$ cat config.mk
export PLATFORM = sky130hd
export DESIGN_NAME = aes_done_notifier
export DESIGN_NICKNAME = d
export VERILOG_FILES = /design/src/rtl/aes_done_pkg.sv /design/src/rtl/aes_done_poll_timer.sv /design/src/rtl/aes_done_notifier.sv
export SDC_FILE = /design/constraint.sdc
export NUM_CORES = 1
export LEC_CHECK = 0
export ABC_AREA = 1
export CAP_MARGIN = 15
export CORE_ASPECT_RATIO = 1.5
export CORE_MARGIN = 3
export CORE_UTILIZATION = 50
export CTS_CLUSTER_DIAMETER = 150
export DETAILED_ROUTE_END_ITERATION = 8
export PLACE_DENSITY_LB_ADDON = 0.05
export SLEW_MARGIN = 20
export SYNTH_ARGS = -nofsm -noshare
export SYNTH_HDL_FRONTEND = slang
export SYNTH_HIERARCHICAL = 1
export SYNTH_SLANG_ARGS = --single-unit
$ cat constraint.sdc
create_clock -name clk -period 1.55 [get_ports clk]
set_clock_uncertainty 0.05 [all_clocks]
set_input_delay 0.2325 -clock clk [delete_from_list [all_inputs] [get_ports clk]]
set_output_delay 0.2325 -clock clk [all_outputs]
set_load 0.02 [all_outputs]
$ cat src/rtl/aes_done_pkg.sv
// Shared types and constants for the AES completion notifier and its poll timer.
// The flag RAM word layout is {valid, status[6:0]}.
package aes_done_pkg;

  localparam int DATA_W         = 8;
  localparam int FLAG_VALID_BIT = 7;

  localparam logic [1:0] DEFAULT_FLAG_ADDR = 2'd0;
  localparam logic [1:0] DEFAULT_SEQ_ADDR  = 2'd1;

  typedef enum logic [2:0] {
    IDLE,
    WR_SEQ,
    WR_FLAG,
    WAIT,
    RD_ADDR,
    RD_DATA
  } notifier_state_e;

endpackage

$ cat src/rtl/aes_done_poll_timer.sv
// Poll pacing for the notifier: an idle-interval countdown between flag reads
// and a count of reads issued since the flag was published.
module aes_done_poll_timer
  import aes_done_pkg::*;
#(
  parameter int POLL_INTERVAL = 16,
  parameter int TIMEOUT_POLLS = 1024
) (
  input  logic clk,
  input  logic reset,
  input  logic start,
  input  logic tick,
  input  logic rearm,
  output logic interval_done,
  output logic poll_last
);

  localparam int IW = $clog2(POLL_INTERVAL) + 1;
  localparam int PW = $clog2(TIMEOUT_POLLS) + 1;

  localparam logic [IW-1:0] INTERVAL_FULL  = IW'(POLL_INTERVAL);
  localparam logic [IW-1:0] INTERVAL_FIRST = IW'(POLL_INTERVAL - 1);
  localparam logic [PW-1:0] POLL_LAST_CNT  = PW'(TIMEOUT_POLLS - 1);

  logic [IW-1:0] interval_cnt;
  logic [PW-1:0] poll_cnt;

  // The flag-write cycle counts toward the first interval, so the first read
  // lands POLL_INTERVAL cycles after the flag write; later gaps are full length.
  always_ff @(posedge clk or posedge reset) begin
    if (reset) begin
      interval_cnt <= '0;
      poll_cnt     <= '0;
    end else begin
      if (start)
        interval_cnt <= INTERVAL_FIRST;
      else if (rearm)
        interval_cnt <= INTERVAL_FULL;
      else if (tick && interval_cnt != '0)
        interval_cnt <= interval_cnt - IW'(1);

      if (start)
        poll_cnt <= '0;
      else if (rearm)
        poll_cnt <= poll_cnt + PW'(1);
    end
  end

  assign interval_done = (interval_cnt <= IW'(1));
  assign poll_last     = (poll_cnt == POLL_LAST_CNT);

endmodule

$ cat src/rtl/aes_done_notifier.sv
// Publishes AES completion events (sequence number, then flag) to the shared
// done-flag RAM and polls the flag until the host clears its valid bit.
module aes_done_notifier
  import aes_done_pkg::*;
#(
  parameter int         POLL_INTERVAL = 16,
  parameter int         TIMEOUT_POLLS = 1024,
  parameter logic [1:0] FLAG_ADDR     = DEFAULT_FLAG_ADDR,
  parameter logic [1:0] SEQ_ADDR      = DEFAULT_SEQ_ADDR
) (
  input  logic              clk,
  input  logic              reset,
  input  logic              aes_done,
  input  logic [6:0]        aes_status,
  output logic              busy,
  output logic              host_ack,
  output logic              timeout,
  output logic              overflow,
  output logic [1:0]        mem_address,
  output logic              mem_chipselect,
  output logic              mem_write,
  output logic [DATA_W-1:0] mem_writedata,
  input  logic [DATA_W-1:0] mem_readdata,
  output logic              mem_clken
);

  notifier_state_e state_q, state_d;

  logic [6:0]        status_q, status_d;
  logic [6:0]        pending_status_q, pending_status_d;
  logic              pending_q, pending_d;
  logic              overflow_d;
  logic [DATA_W-1:0] seq_q;

  logic              busy_d, host_ack_d, timeout_d;
  logic [1:0]        mem_address_d;
  logic              mem_chipselect_d, mem_write_d;
  logic [DATA_W-1:0] mem_writedata_d;

  logic interval_done, poll_last;
  logic flag_valid;
  logic readdata_unused;

  assign flag_valid      = mem_readdata[FLAG_VALID_BIT];
  assign readdata_unused = ^mem_readdata[FLAG_VALID_BIT-1:0];

  aes_done_poll_timer #(
    .POLL_INTERVAL(POLL_INTERVAL),
    .TIMEOUT_POLLS(TIMEOUT_POLLS)
  ) u_poll_timer (
    .clk          (clk),
    .reset        (reset),
    .start        (state_q == WR_FLAG),
    .tick         (state_q == WAIT),
    .rearm        (state_q == RD_DATA),
    .interval_done(interval_done),
    .poll_last    (poll_last)
  );

  always_ff @(posedge clk or posedge reset) begin
    if (reset) begin
      state_q          <= IDLE;
      status_q         <= '0;
      pending_status_q <= '0;
      pending_q        <= 1'b0;
      overflow         <= 1'b0;
      seq_q            <= '0;
      busy             <= 1'b0;
      host_ack         <= 1'b0;
      timeout          <= 1'b0;
      mem_address      <= '0;
      mem_chipselect   <= 1'b0;
      mem_write        <= 1'b0;
      mem_writedata    <= '0;
      mem_clken        <= 1'b0;
    end else begin
      state_q          <= state_d;
      status_q         <= status_d;
      pending_status_q <= pending_status_d;
      pending_q        <= pending_d;
      overflow         <= overflow_d;
      if (state_q == WR_SEQ)
        seq_q <= seq_q + DATA_W'(1);
      busy             <= busy_d;
      host_ack         <= host_ack_d;
      timeout          <= timeout_d;
      mem_address      <= mem_address_d;
      mem_chipselect   <= mem_chipselect_d;
      mem_write        <= mem_write_d;
      mem_writedata    <= mem_writedata_d;
      mem_clken        <= 1'b1;
    end
  end

  // A held pending event is older than a same-cycle aes_done, so it is served
  // first and the new pulse takes its place in the pending slot.
  always_comb begin
    state_d          = state_q;
    status_d         = status_q;
    pending_d        = pending_q;
    pending_status_d = pending_status_q;
    overflow_d       = overflow;

    if (state_q == IDLE && (aes_done || pending_q)) begin
      state_d = WR_SEQ;
      if (pending_q) begin
        status_d  = pending_status_q;
        pending_d = aes_done;
        if (aes_done)
          pending_status_d = aes_status;
      end else begin
        status_d = aes_status;
      end
    end else if (aes_done) begin
      if (pending_q) begin
        overflow_d = 1'b1;
      end else begin
        pending_d        = 1'b1;
        pending_status_d = aes_status;
      end
    end

    case (state_q)
      WR_SEQ:  state_d = WR_FLAG;
      WR_FLAG: state_d = WAIT;
      WAIT:    if (interval_done) state_d = RD_ADDR;
      RD_ADDR: state_d = RD_DATA;
      RD_DATA: state_d = (!flag_valid || poll_last) ? IDLE : WAIT;
      default: ;
    endcase
  end

  // Bus outputs follow the next state so they are registered yet line up with it.
  always_comb begin
    mem_address_d    = '0;
    mem_chipselect_d = 1'b0;
    mem_write_d      = 1'b0;
    mem_writedata_d  = '0;

    case (state_d)
      WR_SEQ: begin
        mem_address_d    = SEQ_ADDR;
        mem_chipselect_d = 1'b1;
        mem_write_d      = 1'b1;
        mem_writedata_d  = seq_q;
      end
      WR_FLAG: begin
        mem_address_d                   = FLAG_ADDR;
        mem_chipselect_d                = 1'b1;
        mem_write_d                     = 1'b1;
        mem_writedata_d                 = DATA_W'(status_q);
        mem_writedata_d[FLAG_VALID_BIT] = 1'b1;
      end
      RD_ADDR: begin
        mem_address_d    = FLAG_ADDR;
        mem_chipselect_d = 1'b1;
      end
      default: ;
    endcase

    busy_d     = (state_d != IDLE) || pending_d;
    host_ack_d = (state_q == RD_DATA) && !flag_valid;
    timeout_d  = (state_q == RD_DATA) && flag_valid && poll_last;
  end

endmodule

==> reports/results.ini, run 1 <==
[outcome]
status=complete, but fails checks
violations=negative setup slack

[floorplan]
core.rowCount=33
start_util=0.5197
die-height_um=98.88
io_pins=35
dieArea_mm2=0.006715
core_area_mm2=0.005533
die_width_um=67.92

[timing]
timing.fmax_ghz=0.6441
hold_ws_ns=0.1937
hold_viol=0
rsz0062_at_grt=true
slew_viol_final=0
setup_slack_ns=-0.002601
finalCritPeriodShare=1.002
layout_min_cycle_time_ns=1.553
setup_viol=1

[yosys]
yosysSeqAreaShare=0.5048
ys_seq_elements=58
netlist_area_mm2=0.002875
synth_fp_nets=368
yosys-top-cells-area=dfrtp_1 (50%), nand2_1 (14%), inv_1 (5.1%)
synth_top_cell_area_share=0.5048
syn_area_per_cell_um2=8.310
synthCells=346
ys_types=32
yosys_warnings=6
yosysTopAreaCell=dfrtp_1

[layout]
area_growth_syn_to_layout_pct=30.81
instances_no_fill=490
mostFrequentLayoutCells=nand2_1 (104), dfrtp_1 (56), buf_4 (39)
nets=437
num_antenna_cells=0
drive_above_1_share=0.2238
seq_area_mm2=0.001454
fin_area_mm2=0.003761
layout_commonest_cell=nand2_1
multi_input_area_mm2=0.001246
fillCellCount=481

[hold_path]
hold_path_class=input pin to asynchronous set/reset pin

[worst_setup_path]
cp-start-kind=register
crit_fanout=2
worstPathRequired_ns=1.71
crit_arrival_ns=1.72
path_class=register to register
cp-end-kind=register

[clock_network]
insertion_delay_ns=0.33
clk_pin_slew_ns=0.07
cts-buffers-inserted=9
clock_path_buffers=2
cts_hold_buf=0
cts_tree=built
htreeDepth=3
root_buffer=clkbuf_8
clock-sinks=58

[placed_design]
dp.cells=465
post_dp_cell_area_mm2=0.003416
io_buffers=26
routabilityCongestion=0.7706
dp_hpwl_um=4101

[drt]
avgViaCountPerCell=4.931
vias=2416
firstDrtPassIters=4
wire_per_inst_um=11.85
drc=0
drt-initial-drc-count=178
routed_wl_um=5808
ant_nets=0

[grt]
grt_max_degree=43
grt-ovfl-total=0
grt_usage=0.1939
first_global_vias=2398
grt_pass1_wl_um=9749
antenna_found_initial=0

[job]
drv_cap=0

[pwr]
ir_drop_mv=1.228
p_per_area_mw_per_mm2=1852
leakage_nw=1.972

## critical path, cell delays in order (launching register included)
cell and delay, ns:
dfrtp_1 0.40, ha_4 0.17, nand3_4 0.09, nor2_4 0.09, and3_4 0.17, inv_2 0.04, nand2_2 0.05, nor2_2 0.04
nor2_1 0.08, nand2_1 0.08, nor2_2 0.10, nand3_2 0.08
## report_power, final
group / internal (mW) / total [mW] / switching [mW]
logic: 1.24 / 3.00 / 1.76
registers: 2.01 / 2.33 / 0.323
clock network: 1.06 / 1.63 / 0.572
## repair_timing
item                       in CTS  in global routing
gates resized for setup        17                 16
setup endpoints to repair      18                 30
pin swaps                       2                  6
buffers inserted                3                  6
## per-layer routing
metal  wire [um]  vias up  part of all wire  GRT usage
met5           0        -                 0          0
met4         124        0             0.021    0.09801
met3         205       10             0.035    0.05359
met2        3198       31              0.55     0.3533
met1        2279     1144              0.39     0.1911
li1            -     1231                 -          -
## area by class of cell
class                   count  share of cell area
multi-input cells         235              0.3313
clock inverters             6             0.02794
clock buffers              10             0.03393
inverters                  45             0.04691
flip-flops and latches     58              0.3866
repair buffers             66              0.1500
well taps                  70             0.02329
## synth_stat cells, drive strengths merged
| master | instances |
|---|---|
| nand2 | 108 |
| dfrtp | 58 |
| inv | 45 |
| nor2 | 36 |
| nand3 | 28 |
| o21ai | 22 |
| a21oi | 8 |
| buf | 8 |
| o211ai | 6 |
| xor2 | 5 |
| ha | 4 |
| nand4 | 4 |
| a22o | 3 |
| nor3 | 3 |
| conb | 2 |
| a21boi | 1 |
| a31o | 1 |
| and3 | 1 |
| nor3b | 1 |
| or2 | 1 |
| xnor2 | 1 |
## flip-flops by register name, indices dropped and copies added, names as in the netlist, 3 cells and up
register and count:
mem_writedata 8, u_poll_timer/interval_cnt 5, state_q 3, pending_status_q 7, seq_q 8, u_poll_timer/poll_cnt 11, status_q 7
## path summary, 6_finish.rpt
check,end,from,slack (ns),cells after the start
worst min register to register,overflow,overflow,0.41,1
min in group clk,overflow,overflow,0.41,1
worst max-delay path,busy,u_poll_timer/poll_cnt[0],-0.003,11
worst min-delay path,u_poll_timer/poll_cnt[9],reset,0.19,3
max in group asynchronous,state_q[0],reset,1.01,3
worst max register to register,busy,u_poll_timer/poll_cnt[0],-0.003,11
## stage by stage
step,worst slack [ns],TNS (ns),util,power (mW)
after global routing,-0.1213,-0.3923,0.6798,7.514
after CTS,-0.02631,-0.02631,0.6644,6.991
final,-0.002601,-0.002601,0.6798,6.965
after global placement,-0.03371,-0.03892,0.6174,5.240
after detailed placement,-0.07269,-0.1308,0.6174,5.305
after floorplan,0.01273,0,-,4.305
## cells by family (layout without fill, tap and decap cells)
group	Yosys count	after routing	share of synthesized area
xor gates and xnor gates	6	6	0.01828
DFF	58	58	0.5048
other	2	2	0.002612
buffers and inverters	53	127	0.07963
AOI/OAI and AO/OA	41	41	0.08660
and+or+nand+nor	182	182	0.2907
adders and majority gates	4	4	0.01741
No activity file was read; power rests on OpenSTA's default activity.
==> inputs of run 2 (changes only) <==
- CORE_MARGIN: 3 -> 4
==> reports/results.ini, run 2 (synthesis gave the netlist of run 1 again) <==
[outcome]
status=complete, but fails checks  ; unchanged
violations=negative setup slack  ; unchanged

[drt]
vias=2391  ; was 2416
met2_length_um=3402  ; was 3198 um
routed_wl_um=6066  ; was 5808 um
highest_layer=met4  ; unchanged
firstDrtPassIters=5  ; was 4
ant_nets=0  ; unchanged
drt-initial-drc-count=158  ; was 178
avgViaCountPerCell=4.920  ; was 4.931
met3RoutedLength_um=175  ; was 205 um
drt-met1-wl_um=2366  ; was 2279 um
drc=0  ; unchanged
wire_per_inst_um=12.48  ; was 11.85 um

[grt]
grt_max_degree=43  ; unchanged
grt_usage=0.1855  ; was 0.1939
first_global_vias=2489  ; was 2398
antenna_found_initial=0  ; unchanged
grt-ovfl-total=0  ; unchanged
grt_pass1_wl_um=10470  ; was 9749 um

[timing]
setup_slack_ns=-0.1288  ; was -0.002601 ns
setup_viol=2  ; was 1
timing.fmax_ghz=0.5956  ; was 0.6441 GHz
finalCritPeriodShare=1.083  ; was 1.002
hold_ws_ns=0.1863  ; was 0.1937 ns
hold_viol=0  ; unchanged
rsz0062_at_grt=true  ; unchanged
slew_viol_final=0  ; unchanged
layout_min_cycle_time_ns=1.679  ; was 1.553 ns

[clock_network]
insertion_delay_ns=0.33  ; about the same
clock_path_buffers=2  ; unchanged
cts_hold_buf=0  ; unchanged
clk_pin_slew_ns=0.07  ; about the same
cts_tree=built  ; unchanged
cts-buffers-inserted=9  ; unchanged
htreeDepth=3  ; unchanged
root_buffer=clkbuf_8  ; unchanged
clock-sinks=58  ; unchanged

[floorplan]
dieArea_mm2=0.007053  ; was 0.006715 mm^2
core_area_mm2=0.005533  ; unchanged
start_util=0.5197  ; unchanged
die_width_um=69.92  ; was 67.92 um
io_pins=35  ; unchanged
die-height_um=100.9  ; was 98.88 um
core.rowCount=33  ; unchanged

[placed_design]
post_dp_cell_area_mm2=0.003408  ; was 0.003416 mm^2
io_buffers=26  ; unchanged
routabilityCongestion=0.8323  ; was 0.7706
dp_hpwl_um=4281  ; was 4101 um

[layout]
top_register=u_poll_timer/poll_cnt  ; unchanged
layout_commonest_cell=nand2_1  ; unchanged
nets=433  ; was 437
largest_register_ffs=11  ; unchanged
num_antenna_cells=0  ; unchanged
mostFrequentLayoutCells=nand2_1 (103), dfrtp_1 (56), inv_1 (36)  ; was nand2_1 (104), dfrtp_1 (56), buf_4 (39)
fin_area_mm2=0.003750  ; was 0.003761 mm^2
drive_above_1_share=0.2284  ; was 0.2238
area_growth_syn_to_layout_pct=30.42  ; was 30.81%
reg.largest.list=u_poll_timer/poll_cnt x11, mem_writedata x8, seq_q x8  ; unchanged

[worst_setup_path]
cpPeakStageDelay_ns=0.40  ; about the same
path_class=register to register  ; unchanged
r2r_end=busy  ; unchanged
r2r_cells=11  ; unchanged
crit_path_top_delay_cell=dfrtp_1  ; unchanged
r2r_start=u_poll_timer/poll_cnt[0]  ; unchanged
r2r_slack_ns=-0.13  ; was -0.003 ns
cp-start-kind=register  ; unchanged
cp-end-kind=register  ; unchanged
path_cells=ha_4, nand3_4, nor2_4, and3_4, inv_2, nand2_2, nor2_4, nor2_2, nand2_1, nor2_2, nand3_2  ; was ha_4, nand3_4, nor2_4, and3_4, inv_2, nand2_2, nor2_2, nor2_1, nand2_1, nor2_2, nand3_2
crit_arrival_ns=1.85  ; was 1.72 ns
path_delay_family=simple AND/OR/NAND/NOR gates  ; unchanged
worst-path-buf-inv=1  ; unchanged
worstPathRequired_ns=1.72  ; was 1.71 ns
crit_fanout=2  ; unchanged

[pwr]
p_per_area_mw_per_mm2=1850  ; was 1852 mW/mm^2
ir_drop_mv=1.079  ; was 1.228 mV
leakage_nw=1.970  ; was 1.972 nW

[job]
drv_cap=0  ; unchanged

[hold_path]
hold_path_class=input pin to asynchronous set/reset pin  ; unchanged

==> run 2: how the worst max path moves through the flow <==
stage,from,endpoint,slack [ns],cells after the start
final,u_poll_timer/poll_cnt[0],busy,-0.13,11
after global routing,u_poll_timer/poll_cnt[0],busy,-0.21,11
after CTS,u_poll_timer/poll_cnt[0],busy,-0.08,11
after detailed placement,u_poll_timer/poll_cnt[0],busy,-0.08,11
after global placement,state_q[2],u_poll_timer/poll_cnt[5],-0.03,7
after floorplan,u_poll_timer/poll_cnt[0],busy,0.01,11
==> run 2: report_power, final <==
part	switching (mW)	leakage, nW	internal, mW	total [mW]
logic	1.74	1.11	1.21	2.95
clock network	0.597	0.119	1.03	1.63
registers	0.352	0.742	2.01	2.36
total	2.69	1.97	4.25	6.94
==> run 2: repair_timing <==
item	in CTS	in global routing
pin swaps	4	9
setup endpoints to repair	19	11
resized for setup	15	20
buffers inserted	2	4
==> run 2: metrics by stage <==
stage | power [mW] | TNS [ns] | instances | setup slack, ns | utilization
final | 6.937 | -0.2339 | 486 | -0.1288 | 0.6777
after global routing | 7.503 | -0.4397 | 486 | -0.2116 | 0.6777
after CTS | 6.921 | -0.1350 | 482 | -0.07822 | 0.6599
after detailed placement | 5.301 | -0.2059 | 464 | -0.07551 | 0.6160
after global placement | 5.229 | -0.07258 | 464 | -0.02798 | 0.6160
after floorplan | 4.305 | 0 | 346 | 0.01273 | -
==> run 2: area by class of cell <==
cell class | instances | area [um^2]
fill | 493 | 1783
sequential | 58 | 1454
multi-input combinational | 235 | 1261
timing repair buffer | 62 | 538.0
inverter | 45 | 171.4
clock buffer | 12 | 165.2
tap | 70 | 87.58
clock inverter | 4 | 72.57
==> run 2: layer usage <==
layer  up-vias  global-route usage
li1       1223                   -
met1      1117              0.2001
met2        38              0.3423
met3        13             0.03593
met4         0             0.09292
met5         -                   0
==> run 2: worst min-delay path, cell delays in order <==
cell	delay [ns]
clkdlybuf4s50_1	0.42
inv_1	0.06
buf_4	0.23
